### config.mk
export PLATFORM = sky130hd
export DESIGN_NAME = o_buf_ctrl_flat
export DESIGN_NICKNAME = d
export VERILOG_FILES = /design/src/rtl/o_buf_ctrl_if.sv /design/src/rtl/o_buf_ctrl.sv /design/src/flat_wrapper.sv
export SDC_FILE = /design/constraint.sdc
export NUM_CORES = 1
export LEC_CHECK = 0
export ABC_AREA = 1
export CAP_MARGIN = 20
export CORE_UTILIZATION = 31
export DETAILED_ROUTE_END_ITERATION = 6
export GPL_TIMING_DRIVEN = 0
export PLACE_DENSITY = 0.92
export SYNTH_ARGS = -nofsm -noshare
export SYNTH_HDL_FRONTEND = slang
export SYNTH_SLANG_ARGS = --single-unit
### constraint.sdc
create_clock -name clk_i -period 1.8 [get_ports clk_i]
set_input_delay 0.18 -clock clk_i [delete_from_list [all_inputs] [get_ports clk_i]]
set_output_delay 0.18 -clock clk_i [all_outputs]
set_load 0.02 [all_outputs]
### src/rtl/o_buf_ctrl_if.sv
// Bias stream, output-buffer port and drained-word stream seen by o_buf_ctrl.
// Signal names keep the controller's point of view (_i = into controller).
interface o_buf_ctrl_if #(
   parameter int WIDTH = 32,
   parameter int DEPTH = 8
);
   localparam int AW = $clog2(DEPTH);

   logic [WIDTH-1:0] bias_data_i;
   logic             bias_valid_i;
   logic             bias_ready_o;
   logic             buf_wvalid_o;
   logic             buf_cw_o;
   logic [WIDTH-1:0] buf_cdata_o;
   logic [AW-1:0]    buf_raddr_o;
   logic [WIDTH-1:0] buf_rdata_i;
   logic [WIDTH-1:0] out_data_o;
   logic             out_valid_o;
   logic             out_ready_i;

   modport master (
      input  bias_data_i, bias_valid_i, buf_rdata_i, out_ready_i,
      output bias_ready_o, buf_wvalid_o, buf_cw_o, buf_cdata_o, buf_raddr_o,
             out_data_o, out_valid_o
   );

   modport slave (
      output bias_data_i, bias_valid_i, buf_rdata_i, out_ready_i,
      input  bias_ready_o, buf_wvalid_o, buf_cw_o, buf_cdata_o, buf_raddr_o,
             out_data_o, out_valid_o
   );
endinterface

### src/rtl/o_buf_ctrl.sv
// Output-buffer controller: initialise entries, count accumulate passes, drain entries.
// Define O_BUF_CTRL_BIAS_EN to load entries from the bias stream instead of zeros.
module o_buf_ctrl #(
   parameter int WIDTH  = 32,
   parameter int DEPTH  = 8,
   parameter int PASS_W = 4
) (
   input  logic              clk_i,
   input  logic              rst_i,
   input  logic              start_i,
   input  logic [PASS_W-1:0] npass_i,
   output logic              busy_o,
   output logic              done_o,
   output logic              err_o,
   input  logic              acc_valid_i,
   o_buf_ctrl_if.master      bus
);
   localparam int AW = $clog2(DEPTH);
   localparam logic [AW-1:0]     A_ZERO = {AW{1'b0}};
   localparam logic [AW-1:0]     A_ONE  = AW'(1);
   localparam logic [AW-1:0]     A_LAST = AW'(DEPTH - 1);
   localparam logic [PASS_W-1:0] P_ZERO = {PASS_W{1'b0}};
   localparam logic [PASS_W-1:0] P_ONE  = PASS_W'(1);
   localparam logic [WIDTH-1:0]  D_ZERO = {WIDTH{1'b0}};

   typedef enum logic [2:0] {
      S_IDLE      = 3'd0,
      S_INIT      = 3'd1,
      S_ACCUM     = 3'd2,
      S_DRAIN_RD  = 3'd3,
      S_DRAIN_OUT = 3'd4,
      S_DONE      = 3'd5
   } state_t;

   state_t            state_r, state_s;
   logic [AW-1:0]     idx_r, idx_s;
   logic [PASS_W-1:0] pass_r, pass_s;
   logic [PASS_W-1:0] npass_r, npass_s;
   logic              busy_r, done_r, err_r;
   logic              err_s, err_set_s, err_clr_s;
   logic              init_wr_s, bias_err_s, busy_s;
   logic [WIDTH-1:0]  cdata_s;

`ifdef O_BUF_CTRL_BIAS_EN
   assign init_wr_s          = (state_r == S_INIT) && bus.bias_valid_i;
   assign bias_err_s         = bus.bias_valid_i && (state_r != S_INIT);
   assign cdata_s            = init_wr_s ? bus.bias_data_i : D_ZERO;
   assign bus.bias_ready_o   = (state_r == S_INIT);
`else
   assign init_wr_s          = (state_r == S_INIT);
   assign bias_err_s         = 1'b0;
   assign cdata_s            = D_ZERO;
   assign bus.bias_ready_o   = 1'b0;
`endif

   // Single index walks init writes, mirrors the buffer write pointer, then drains.
   always_comb begin
      state_s = state_r;
      idx_s   = idx_r;
      pass_s  = pass_r;
      npass_s = npass_r;
      case (state_r)
         S_IDLE: begin
            if (start_i) begin
               npass_s = npass_i;
               idx_s   = A_ZERO;
               pass_s  = P_ZERO;
               state_s = S_INIT;
            end else begin
               state_s = S_IDLE;
            end
         end
         S_INIT: begin
            if (init_wr_s && (idx_r == A_LAST)) begin
               idx_s   = A_ZERO;
               state_s = (npass_r == P_ZERO) ? S_DRAIN_RD : S_ACCUM;
            end else if (init_wr_s) begin
               idx_s = idx_r + A_ONE;
            end else begin
               idx_s = idx_r;
            end
         end
         S_ACCUM: begin
            if (acc_valid_i) begin
               idx_s = idx_r + A_ONE;
               if ((idx_r == A_LAST) && (pass_r == (npass_r - P_ONE))) begin
                  pass_s  = P_ZERO;
                  state_s = S_DRAIN_RD;
               end else if (idx_r == A_LAST) begin
                  pass_s = pass_r + P_ONE;
               end else begin
                  pass_s = pass_r;
               end
            end else begin
               idx_s = idx_r;
            end
         end
         S_DRAIN_RD: begin
            state_s = S_DRAIN_OUT;
         end
         S_DRAIN_OUT: begin
            if (bus.out_ready_i && (idx_r == A_LAST)) begin
               idx_s   = A_ZERO;
               state_s = S_DONE;
            end else if (bus.out_ready_i) begin
               idx_s   = idx_r + A_ONE;
               state_s = S_DRAIN_RD;
            end else begin
               state_s = S_DRAIN_OUT;
            end
         end
         S_DONE: begin
            state_s = S_IDLE;
         end
         default: begin
            state_s = S_IDLE;
            idx_s   = A_ZERO;
            pass_s  = P_ZERO;
         end
      endcase
   end

   // A new error in the start cycle still wins over the clear.
   assign err_clr_s = (state_r == S_IDLE) && start_i;
   assign err_set_s = (acc_valid_i && (state_r != S_ACCUM)) || bias_err_s;
   assign err_s     = err_set_s | (err_r & ~err_clr_s);
   assign busy_s    = (state_s == S_INIT) || (state_s == S_ACCUM) ||
                      (state_s == S_DRAIN_RD) || (state_s == S_DRAIN_OUT);

   // State, counters and status flags.
   always_ff @(posedge clk_i or negedge rst_i) begin
      if (!rst_i) begin
         state_r <= S_IDLE;
         idx_r   <= A_ZERO;
         pass_r  <= P_ZERO;
         npass_r <= P_ZERO;
         busy_r  <= 1'b0;
         done_r  <= 1'b0;
         err_r   <= 1'b0;
      end else begin
         state_r <= state_s;
         idx_r   <= idx_s;
         pass_r  <= pass_s;
         npass_r <= npass_s;
         busy_r  <= busy_s;
         done_r  <= (state_s == S_DONE);
         err_r   <= err_s;
      end
   end

   assign busy_o           = busy_r;
   assign done_o           = done_r;
   assign err_o            = err_r;
   assign bus.buf_wvalid_o = (state_r == S_ACCUM) ? acc_valid_i : 1'b0;
   assign bus.buf_cw_o     = init_wr_s;
   assign bus.buf_cdata_o  = cdata_s;
   assign bus.buf_raddr_o  = idx_r;
   assign bus.out_valid_o  = (state_r == S_DRAIN_OUT);
   assign bus.out_data_o   = (state_r == S_DRAIN_OUT) ? bus.buf_rdata_i : D_ZERO;
endmodule
### src/flat_wrapper.sv
// flat-port wrapper written by rule: the top's interface ports become plain ports
module o_buf_ctrl_flat 
#(
   parameter int WIDTH  = 32,
   parameter int DEPTH  = 8,
   parameter int PASS_W = 4
)
  (clk_i, rst_i, start_i, npass_i, busy_o, done_o, err_o, acc_valid_i, bus_bias_data_i, bus_bias_valid_i, bus_buf_rdata_i, bus_out_ready_i, bus_bias_ready_o, bus_buf_wvalid_o, bus_buf_cw_o, bus_buf_cdata_o, bus_buf_raddr_o, bus_out_data_o, bus_out_valid_o);
  o_buf_ctrl_if #(.WIDTH(WIDTH), .DEPTH(DEPTH)) bus_i ();
  input  logic clk_i;
  input  logic rst_i;
  input  logic start_i;
  input  logic [PASS_W-1:0] npass_i;
  output logic busy_o;
  output logic done_o;
  output logic err_o;
  input  logic acc_valid_i;
  input wire logic [$bits(bus_i.bias_data_i)-1:0] bus_bias_data_i;
  input wire logic [$bits(bus_i.bias_valid_i)-1:0] bus_bias_valid_i;
  input wire logic [$bits(bus_i.buf_rdata_i)-1:0] bus_buf_rdata_i;
  input wire logic [$bits(bus_i.out_ready_i)-1:0] bus_out_ready_i;
  output wire logic [$bits(bus_i.bias_ready_o)-1:0] bus_bias_ready_o;
  output wire logic [$bits(bus_i.buf_wvalid_o)-1:0] bus_buf_wvalid_o;
  output wire logic [$bits(bus_i.buf_cw_o)-1:0] bus_buf_cw_o;
  output wire logic [$bits(bus_i.buf_cdata_o)-1:0] bus_buf_cdata_o;
  output wire logic [$bits(bus_i.buf_raddr_o)-1:0] bus_buf_raddr_o;
  output wire logic [$bits(bus_i.out_data_o)-1:0] bus_out_data_o;
  output wire logic [$bits(bus_i.out_valid_o)-1:0] bus_out_valid_o;
  assign bus_i.bias_data_i = bus_bias_data_i;
  assign bus_i.bias_valid_i = bus_bias_valid_i;
  assign bus_i.buf_rdata_i = bus_buf_rdata_i;
  assign bus_i.out_ready_i = bus_out_ready_i;
  assign bus_bias_ready_o = bus_i.bias_ready_o;
  assign bus_buf_wvalid_o = bus_i.buf_wvalid_o;
  assign bus_buf_cw_o = bus_i.buf_cw_o;
  assign bus_buf_cdata_o = bus_i.buf_cdata_o;
  assign bus_buf_raddr_o = bus_i.buf_raddr_o;
  assign bus_out_data_o = bus_i.out_data_o;
  assign bus_out_valid_o = bus_i.out_valid_o;
  o_buf_ctrl #(.WIDTH(WIDTH), .DEPTH(DEPTH), .PASS_W(PASS_W)) u_core (.clk_i(clk_i), .rst_i(rst_i), .start_i(start_i), .npass_i(npass_i), .busy_o(busy_o), .done_o(done_o), .err_o(err_o), .acc_valid_i(acc_valid_i), .bus(bus_i));
endmodule
==> impl_metrics.toml, run 1 <==
[die]
core_mm2 = 0.00479
initial_utilization = 0.325
dieArea_mm2 = 0.00530
die_y_um = 72.8
core.rowCount = 25
die_x_um = 72.8
ios = 148

[route]
avgRoutedWirePerCell_um = 9.36
drt_wl_total_mm = 3.97
dr_total_vias = 1628
drtPass1Iterations = 4
remaining_drc_errors = 0
vias_per_cell = 3.84
drt_iter0_markers = 29
ant_nets = 0

[global_routing]
grt_pass1_vias = 1436
grt-ovfl-total = 0
grtUsageTotal = 0.145
antenna_found_initial = 0
grt_pass1_wl_mm = 6.12
grt_max_degree = 18

[timing]
min_period_ps = 1720
setup-violations-final = 0
hold_violations = 0
slew_viol_final = 0
fin_tns_setup_ps = 0
holdWs_ps = 368
clock_skew_ps = 1.58
rsz0062_at_grt = "false"
fmaxAchievable_mhz = 582
relSlewSlack = 0.494
worst_pin_slew_ps = 756
fin_crit_sh = 0.954

[logic_synthesis]
syn-mean-instance-area_um2 = 6.53
yosysUniqueCellTypes = 25
syn_area_mm2 = 0.00156
syn_inst = 238
yosysWarnings = 0
ys_seq_elements = 17
ys_seq_area_frac = 0.274

[clock_tree]
clk_latency_ps = 260
cts_tree = "done"
cts_made_buffers = 3
clockRootBuffer = "clkbuf_8"
h-tree-depth = 1
ctsLongestPathBuffers = 2
cts_sinks = 17
clk_pin_slew_ps = 70

[critical_path]
start_kind = "flop"
endpoint_kind = "primary output"
path_max_fanout = 10
required_ps = 1620
path_class = "reg2out"
crit_arrival_ps = 1540

[finish]
fillers = 453
layout-drive-gt1-share = 0.266
regArea_um2 = 427
syn2layout_area_growth_pct = 60.1
antenna_cells = 0
nets = 436
multiInputGateArea_um2 = 793

[worst_hold_path]
min_path_type = "in2async"

[placed_design]
portBuffers = 81
hpwl_mm = 3.26
gp_congestion = 0.766

[run]
drv_cap = 0

[run_status]
status = "complete, no violations"

[power]
ir_worst_vdd_mv = 0.687
power_leakage_nw = 1.49
p_per_area_mw_per_mm2 = 797
==> cell families (layout without fill, tap and decap cells) <==
kind of cell             after synthesis  in the layout  share of synthesized area
AO/OA/AOI/OAI                         13             13                     0.0515
XOR/XNOR                               4              4                     0.0225
adder cells (fa/ha/maj)                4              4                     0.0322
buffers and inverters                 89            176                      0.297
flip-flops                            17             17                      0.274
multiplexers                           1              1                    0.00724
other                                  1             33                    0.00241
AND/OR/NAND/NOR                      109            109                      0.314
==> through the flow <==
step	power, mW	setup slack [ps]	instances	util	cell area [µm²]
after floorplan	1.34	176	270	-	1680
after global placement	1.67	-205	418	0.537	2570
after detailed placement	1.71	-215	418	0.537	2570
after CTS	1.99	5.96	423	0.519	2480
after global routing	2.16	0.491	424	0.520	2490
final	1.98	82.2	424	0.520	2490
==> Yosys cell counts, drive strengths merged <==
library cell | instances | area share
a21oi | 3 | 0.0097
buf | 36 | 0.17
conb | 1 | 0.0024
dfrtp | 17 | 0.27
ha | 4 | 0.032
inv | 53 | 0.13
mux2 | 1 | 0.0072
nand2 | 38 | 0.10
nand3 | 14 | 0.060
nand3b | 1 | 0.0048
nand4 | 1 | 0.0040
nor2 | 54 | 0.14
nor3 | 1 | 0.010
o21ai | 10 | 0.042
xnor2 | 1 | 0.0056
xor2 | 3 | 0.017
==> state kept, by name, indices dropped and copies added (netlist names) <==
register,flops
u_core.err_o,1
u_core.pass_r,4
u_core.busy_o,1
u_core.state_r,3
u_core.done_o,1
u_core.npass_r,4
u_core.bus.buf_raddr_o,3
==> final cells by class <==
| type | count | area share |
|---|---|---|
| Tap cell | 67 | 0.0337 |
| Inverter | 53 | 0.0799 |
| Clock buffer | 3 | 0.0166 |
| Buffer | 36 | 0.107 |
| Sequential cell | 17 | 0.171 |
| Timing Repair Buffer | 83 | 0.271 |
| Multi-Input combinational cell | 164 | 0.319 |
| Clock inverter | 1 | 0.00201 |
==> worst paths after layout <==
path / from / end / slack, ps / depth (start not counted)
setup / recovery: u_core.state_r[1] / bus_out_data_o[9] / 80 / 7
hold / removal: rst_i / u_core.state_r[2] / 370 / 1
setup reg to reg: u_core.bus.buf_raddr_o[0] / u_core.busy_o / 170 / 8
hold reg to reg: u_core.err_o / u_core.err_o / 530 / 2
max in group asynchronous: rst_i / u_core.state_r[1] / 910 / 1
min in group clk_i: npass_i[1] / u_core.npass_r[1] / 510 / 3
==> critical path, cell delays in order, from the launching register on <==
cell	delay, ps
dfrtp_2	420
inv_2	40
nand2_1	100
nor2_4	130
inv_2	90
buf_4	170
nor2_1	80
clkdlybuf4s15_2	260
==> cells in the final DEF, fill, tap and decap left out, types with 2 or more instances in the layout <==
master and n:
conb_1 33, o21ai_1 6, nand2_2 5, nand2_1 33, a21oi_1 3, clkbuf_8 3
inv_1 46, nand3_2 2, dfrtp_1 16, ha_1 4, o21ai_0 2, dlygate4sd2_1 5
nor2_2 2, buf_4 36, xor2_1 3, buf_2 31, clkdlybuf4s50_1 46, nand3_1 11
nor2_1 51, inv_2 7
==> power breakdown <==
part	internal (mW)	switching (mW)
Clock	0.154	0.137
Combinational	0.475	0.630
Sequential	0.491	0.0966
Total	1.12	0.864
==> layer usage <==
layer	vias to the layer above	wire, µm	GRT usage
li1	870	-	-
met2	62	2140	0.280
met4	0	42	0.0610
met5	-	0	0
met1	692	1540	0.159
met3	4	248	0.0180
==> repair_timing <==
action	4_1_cts	5_1_grt
pin swaps	1	1
setup buffers	1	1
resized for setup	127	0
gates cloned	0	0
endpoints found under the setup margin	35	17
hold buffers	0	0
(Power assumes the default switching activity.)
==> run 2: changes to the inputs <==
Settings changed: SETUP_SLACK_MARGIN set to 0.3.
==> impl_metrics.toml, run 2 (synthesis gave the netlist of run 1 again) <==
[run_status]
status = "complete, no violations"

[route]
avgRoutedWirePerCell_um = 11.6
dr_total_vias = 1750
remaining_drc_errors = 0
ant_nets = 0
drt_iter0_markers = 136
vias_per_cell = 4.07
drt_wl_total_mm = 4.98
drtPass1Iterations = 4

[clock_tree]
clockRootBuffer = "clkbuf_8"
clk_latency_ps = 260
cts_made_buffers = 3
cts_sinks = 17
clk_pin_slew_ps = 70
ctsLongestPathBuffers = 2
ctsHoldBuffers = 0
cts_tree = "done"
h-tree-depth = 1

[finish]
reg_top3 = "u_core.npass_r (4), u_core.pass_r (4)"
fillers = 389
post-route-cell-area_mm2 = 0.00295
nets = 442
layout-drive-gt1-share = 0.446
antenna_cells = 0
final_cells = 430
syn2layout_area_growth_pct = 89.9
final_common_cell = "buf_4"
layout_common_cells = "buf_4, clkdlybuf4s50_1, inv_1"
final_util = 0.617

[die]
core.rowCount = 25
die_y_um = 72.8
dieArea_mm2 = 0.00530
core_mm2 = 0.00479
die_x_um = 72.8
initial_utilization = 0.325
ios = 148

[timing]
fin_tns_setup_ps = 0
rsz0062_at_grt = "true"
clock_skew_ps = 7.18
relSlewSlack = 0.464
worst_slack_ps = 239
setup-violations-final = 0
slew_viol_final = 0
hold_violations = 0
min_period_ps = 1560
worst_pin_slew_ps = 802
fin_crit_sh = 0.867
fmaxAchievable_mhz = 641

[worst_hold_path]
min_path_type = "in2async"

[critical_path]
path_class = "reg2out"
path_max_fanout = 10
r2r_cells = 9
endpoint_kind = "primary output"
reg2reg_slack_ps = 290
r2r_start = "u_core.bus.buf_raddr_o[0]"
start_kind = "flop"
crit_arrival_ps = 1380
rr_endpoint = "u_core.busy_o"
required_ps = 1620

[power]
power_switching_mw = 1.03
comb_power_share = 0.607
clkPwrFrac = 0.129
ir_worst_vdd_mv = 0.474
switching_share = 0.452
p_int_mw = 1.26
seqPwrFrac = 0.264
p_per_area_mw_per_mm2 = 775
power_leakage_nw = 1.56

[global_routing]
grt_pass1_wl_mm = 7.20
grt-ovfl-total = 0
grt_pass1_vias = 1665
antenna_found_initial = 0
grt_max_degree = 18
grtUsageTotal = 0.174

[run]
drv_cap = 0

[placed_design]
hpwl_mm = 3.66
gp_congestion = 0.836
portBuffers = 81
pre_cts_slack_ps = -239
placed_cells = 418
place_area_mm2 = 0.00266
-- run 2: layer usage --
| layer | track usage | part of all wire | vias up |
|---|---|---|---|
| li1 | - | - | 885 |
| met1 | 0.189 | 0.35 | 788 |
| met2 | 0.333 | 0.58 | 64 |
| met3 | 0.0166 | 0.048 | 13 |
| met4 | 0.0850 | 0.021 | 0 |
| met5 | 0 | 0 | - |
-- run 2: area by class of cell --
class	instances	area, µm²	area share
multi-input cells	164	1020	0.345
clock buffers	4	45.0	0.0152
plain buffers	36	303	0.102
repair buffers	89	867	0.294
flip-flops and latches	17	430	0.146
inverters	53	206	0.0699
well taps	67	83.8	0.0284
-- run 2: what timing repair did --
item / CTS / global route
resized for setup: 204 / 45
pin swaps: 2 / 12
buffers inserted: 4 / 4
cloned: 0 / 0
setup endpoints to repair: 44 / 45
-- run 2: worst max-delay path, cell delays in order, from the launching register on --
cell and delay, ps:
dfrtp_2 410, inv_2 70, nand2_4 60, nor2_4 130
inv_6 70, buf_12 150, nor2_2 90, buf_4 140
-- run 2: power groups by stage --
stage               sequential, mW  clock [mW]  combinational [mW]
floorplan                    0.638           0               0.730
global placement             0.595           0                1.10
detailed placement           0.605           0                1.15
CTS                          0.597       0.294                1.23
global route                 0.618       0.309                1.53
finish                       0.604       0.295                1.39
-- run 2: worst max-delay path by stage --
stage,startpoint,end,cells past startpoint
after floorplan,u_core.bus.buf_raddr_o[0],u_core.busy_o,8
after global placement,u_core.state_r[1],bus_out_data_o[5],7
after detailed placement,u_core.state_r[1],bus_out_data_o[20],7
after CTS,u_core.state_r[1],bus_out_data_o[20],7
after global routing,u_core.state_r[1],bus_out_data_o[20],7
final,u_core.state_r[1],bus_out_data_o[15],7
-- run 2: through the flow --
step | power [mW] | hold WS [ps]
2_1_floorplan | 1.37 | -116
3_3_place_gp | 1.70 | 477
3_5_place_dp | 1.75 | 494
4_1_cts | 2.12 | 420
5_1_grt | 2.45 | 461
6_report | 2.29 | 384
==> run 3: changes to the inputs <==
Settings changed: CORE_MARGIN set to 5, MAX_ROUTING_LAYER set to met4, REMOVE_ABC_BUFFERS set to 1.
==> impl_metrics.toml, run 3 (synthesis gave the netlist of run 1 again) <==
[placed_design]
portBuffers = 81
placed_cells = 382
gp_congestion = 0.874
hpwl_mm = 3.51

[route]
drtPass1Iterations = 4
dr_total_vias = 1665
drt_wl_total_mm = 5.12
ant_nets = 0
vias_per_cell = 4.15
avgRoutedWirePerCell_um = 12.8
remaining_drc_errors = 0
drt_iter0_markers = 20

[global_routing]
grt_pass1_wl_mm = 7.07
grtUsageTotal = 0.141
grt_pass1_vias = 1535
grt-ovfl-total = 0
grt_max_degree = 18
antenna_found_initial = 0

[power]
power_leakage_nw = 1.37
switching_share = 0.445
seqPwrFrac = 0.271
comb_power_share = 0.597
power_switching_mw = 0.962
ir_worst_vdd_mv = 0.613
clkPwrFrac = 0.132
p_per_area_mw_per_mm2 = 806
p_int_mw = 1.20

[die]
ios = 148
dieArea_mm2 = 0.00653
core.rowCount = 25
initial_utilization = 0.325
die_y_um = 80.8
core_mm2 = 0.00479
die_x_um = 80.8

[timing]
worst_pin_slew_ps = 767
rsz0062_at_grt = "true"
hold_violations = 0
relSlewSlack = 0.487
fin_crit_sh = 0.859
clock_skew_ps = 1.56
fin_tns_setup_ps = 0
min_period_ps = 1550
fmaxAchievable_mhz = 647
setup-violations-final = 0
slew_viol_final = 0

[worst_hold_path]
min_path_type = "in2async"

[clock_tree]
cts_sinks = 17
clk_pin_slew_ps = 60
clk_latency_ps = 250
ctsHoldBuffers = 0
cts_made_buffers = 3
h-tree-depth = 1
ctsLongestPathBuffers = 2
clockRootBuffer = "clkbuf_8"
cts_tree = "done"

[critical_path]
path_class = "reg2out"
path_buf_inv = 4
crit_arrival_ps = 1370
required_ps = 1620
path_max_fanout = 16
cp_cell_sequence = "inv_2 -> nand2_4 -> nor2_4 -> buf_12 -> inv_12 -> nor2_2 -> buf_6"
crit_family = "buffers and inverters"
slowest_delay_ps = 420
endpoint_kind = "primary output"
reg2reg_slack_ps = 300
slowest_stage = "dfrtp_2"
start_kind = "flop"

[finish]
syn2layout_area_growth_pct = 72.6
layout_common_cells = "clkdlybuf4s50_1, inv_1, conb_1"
final_util = 0.561
final_cells = 401
final_common_cell = "clkdlybuf4s50_1"
nets = 413
antenna_cells = 0
layout-drive-gt1-share = 0.368
fillers = 413
reg_top3 = "u_core.npass_r (4), u_core.pass_r (4)"

[run]
drv_cap = 0

[run_status]
status = "complete, no violations"
## run 3: cell types whose count changed in the layout (fill, tap and decap cells not counted), moves of 3 or more
| cell | change |
|---|---|
| buf_4 | -27 |
| nor2_2 | -4 |
| nor2_4 | +3 |
| o21ai_1 | +4 |
| o21ai_2 | -4 |
## run 3: power groups by stage
stage | clock, mW | combinational [mW] | sequential (mW)
3_3_place_gp | 0 | 1.03 | 0.586
3_5_place_dp | 0 | 1.06 | 0.590
2_1_floorplan | 0 | 0.657 | 0.630
4_1_cts | 0.294 | 1.16 | 0.588
6_report | 0.285 | 1.29 | 0.586
5_1_grt | 0.309 | 1.42 | 0.600
## run 3: final timing paths
| path | endpoint | startpoint | cells past startpoint |
|---|---|---|---|
| worst max-delay path | bus_out_data_o[12] | u_core.state_r[1] | 7 |
| worst min-delay path | u_core.npass_r[1] | rst_i | 1 |
| worst max register to register | u_core.pass_r[1] | u_core.bus.buf_raddr_o[1] | 9 |
| worst min register to register | u_core.err_o | u_core.err_o | 2 |
| max in group asynchronous | u_core.state_r[0] | rst_i | 1 |
| min in group clk_i | u_core.err_o | u_core.err_o | 2 |
## run 3: stage by stage
| stage | cell area, µm² | setup WS [ps] | total power, mW | hold WS [ps] |
|---|---|---|---|---|
| 2_1_floorplan | 1410 | 161 | 1.29 | -116 |
| 3_3_place_gp | 2310 | -242 | 1.62 | 488 |
| 4_1_cts | 2490 | 256 | 2.04 | 402 |
| 6_report | 2680 | 255 | 2.16 | 373 |
| 3_5_place_dp | 2310 | -310 | 1.65 | 481 |
| 5_1_grt | 2680 | 175 | 2.33 | 453 |
## run 3: timing repair
item	CTS	global route
gates resized for setup	220	46
buffers inserted	6	7
pin swaps	5	10
gates cloned	2	0
setup endpoints to repair	41	46
## run 3: area by class of cell
type / count / area [µm²] / area share
multi-input combinational: 164 / 986 / 0.367
timing repair buffer: 94 / 910 / 0.339
sequential: 17 / 428 / 0.159
inverter: 53 / 206 / 0.0769
tap: 67 / 83.8 / 0.0312
clock buffer: 4 / 45.0 / 0.0168
timing repair inverter: 2 / 25.0 / 0.00932
## run 3: layer usage
| metal | part of all wire | vias up | track usage |
|---|---|---|---|
| met1 | 0.36 | 764 | 0.151 |
| met2 | 0.53 | 74 | 0.254 |
| met5 | 0 | - | - |
| li1 | - | 820 | - |
| met4 | 0.017 | 0 | 0.0574 |
| met3 | 0.089 | 7 | 0.0277 |
## run 3: worst reg2reg max path: cells and delay by family, from the launching register on
family          cells  cell delay [ps]
simple gates        6              580
flops               1              370
fa+ha+maj           2              360
compound gates      1               60
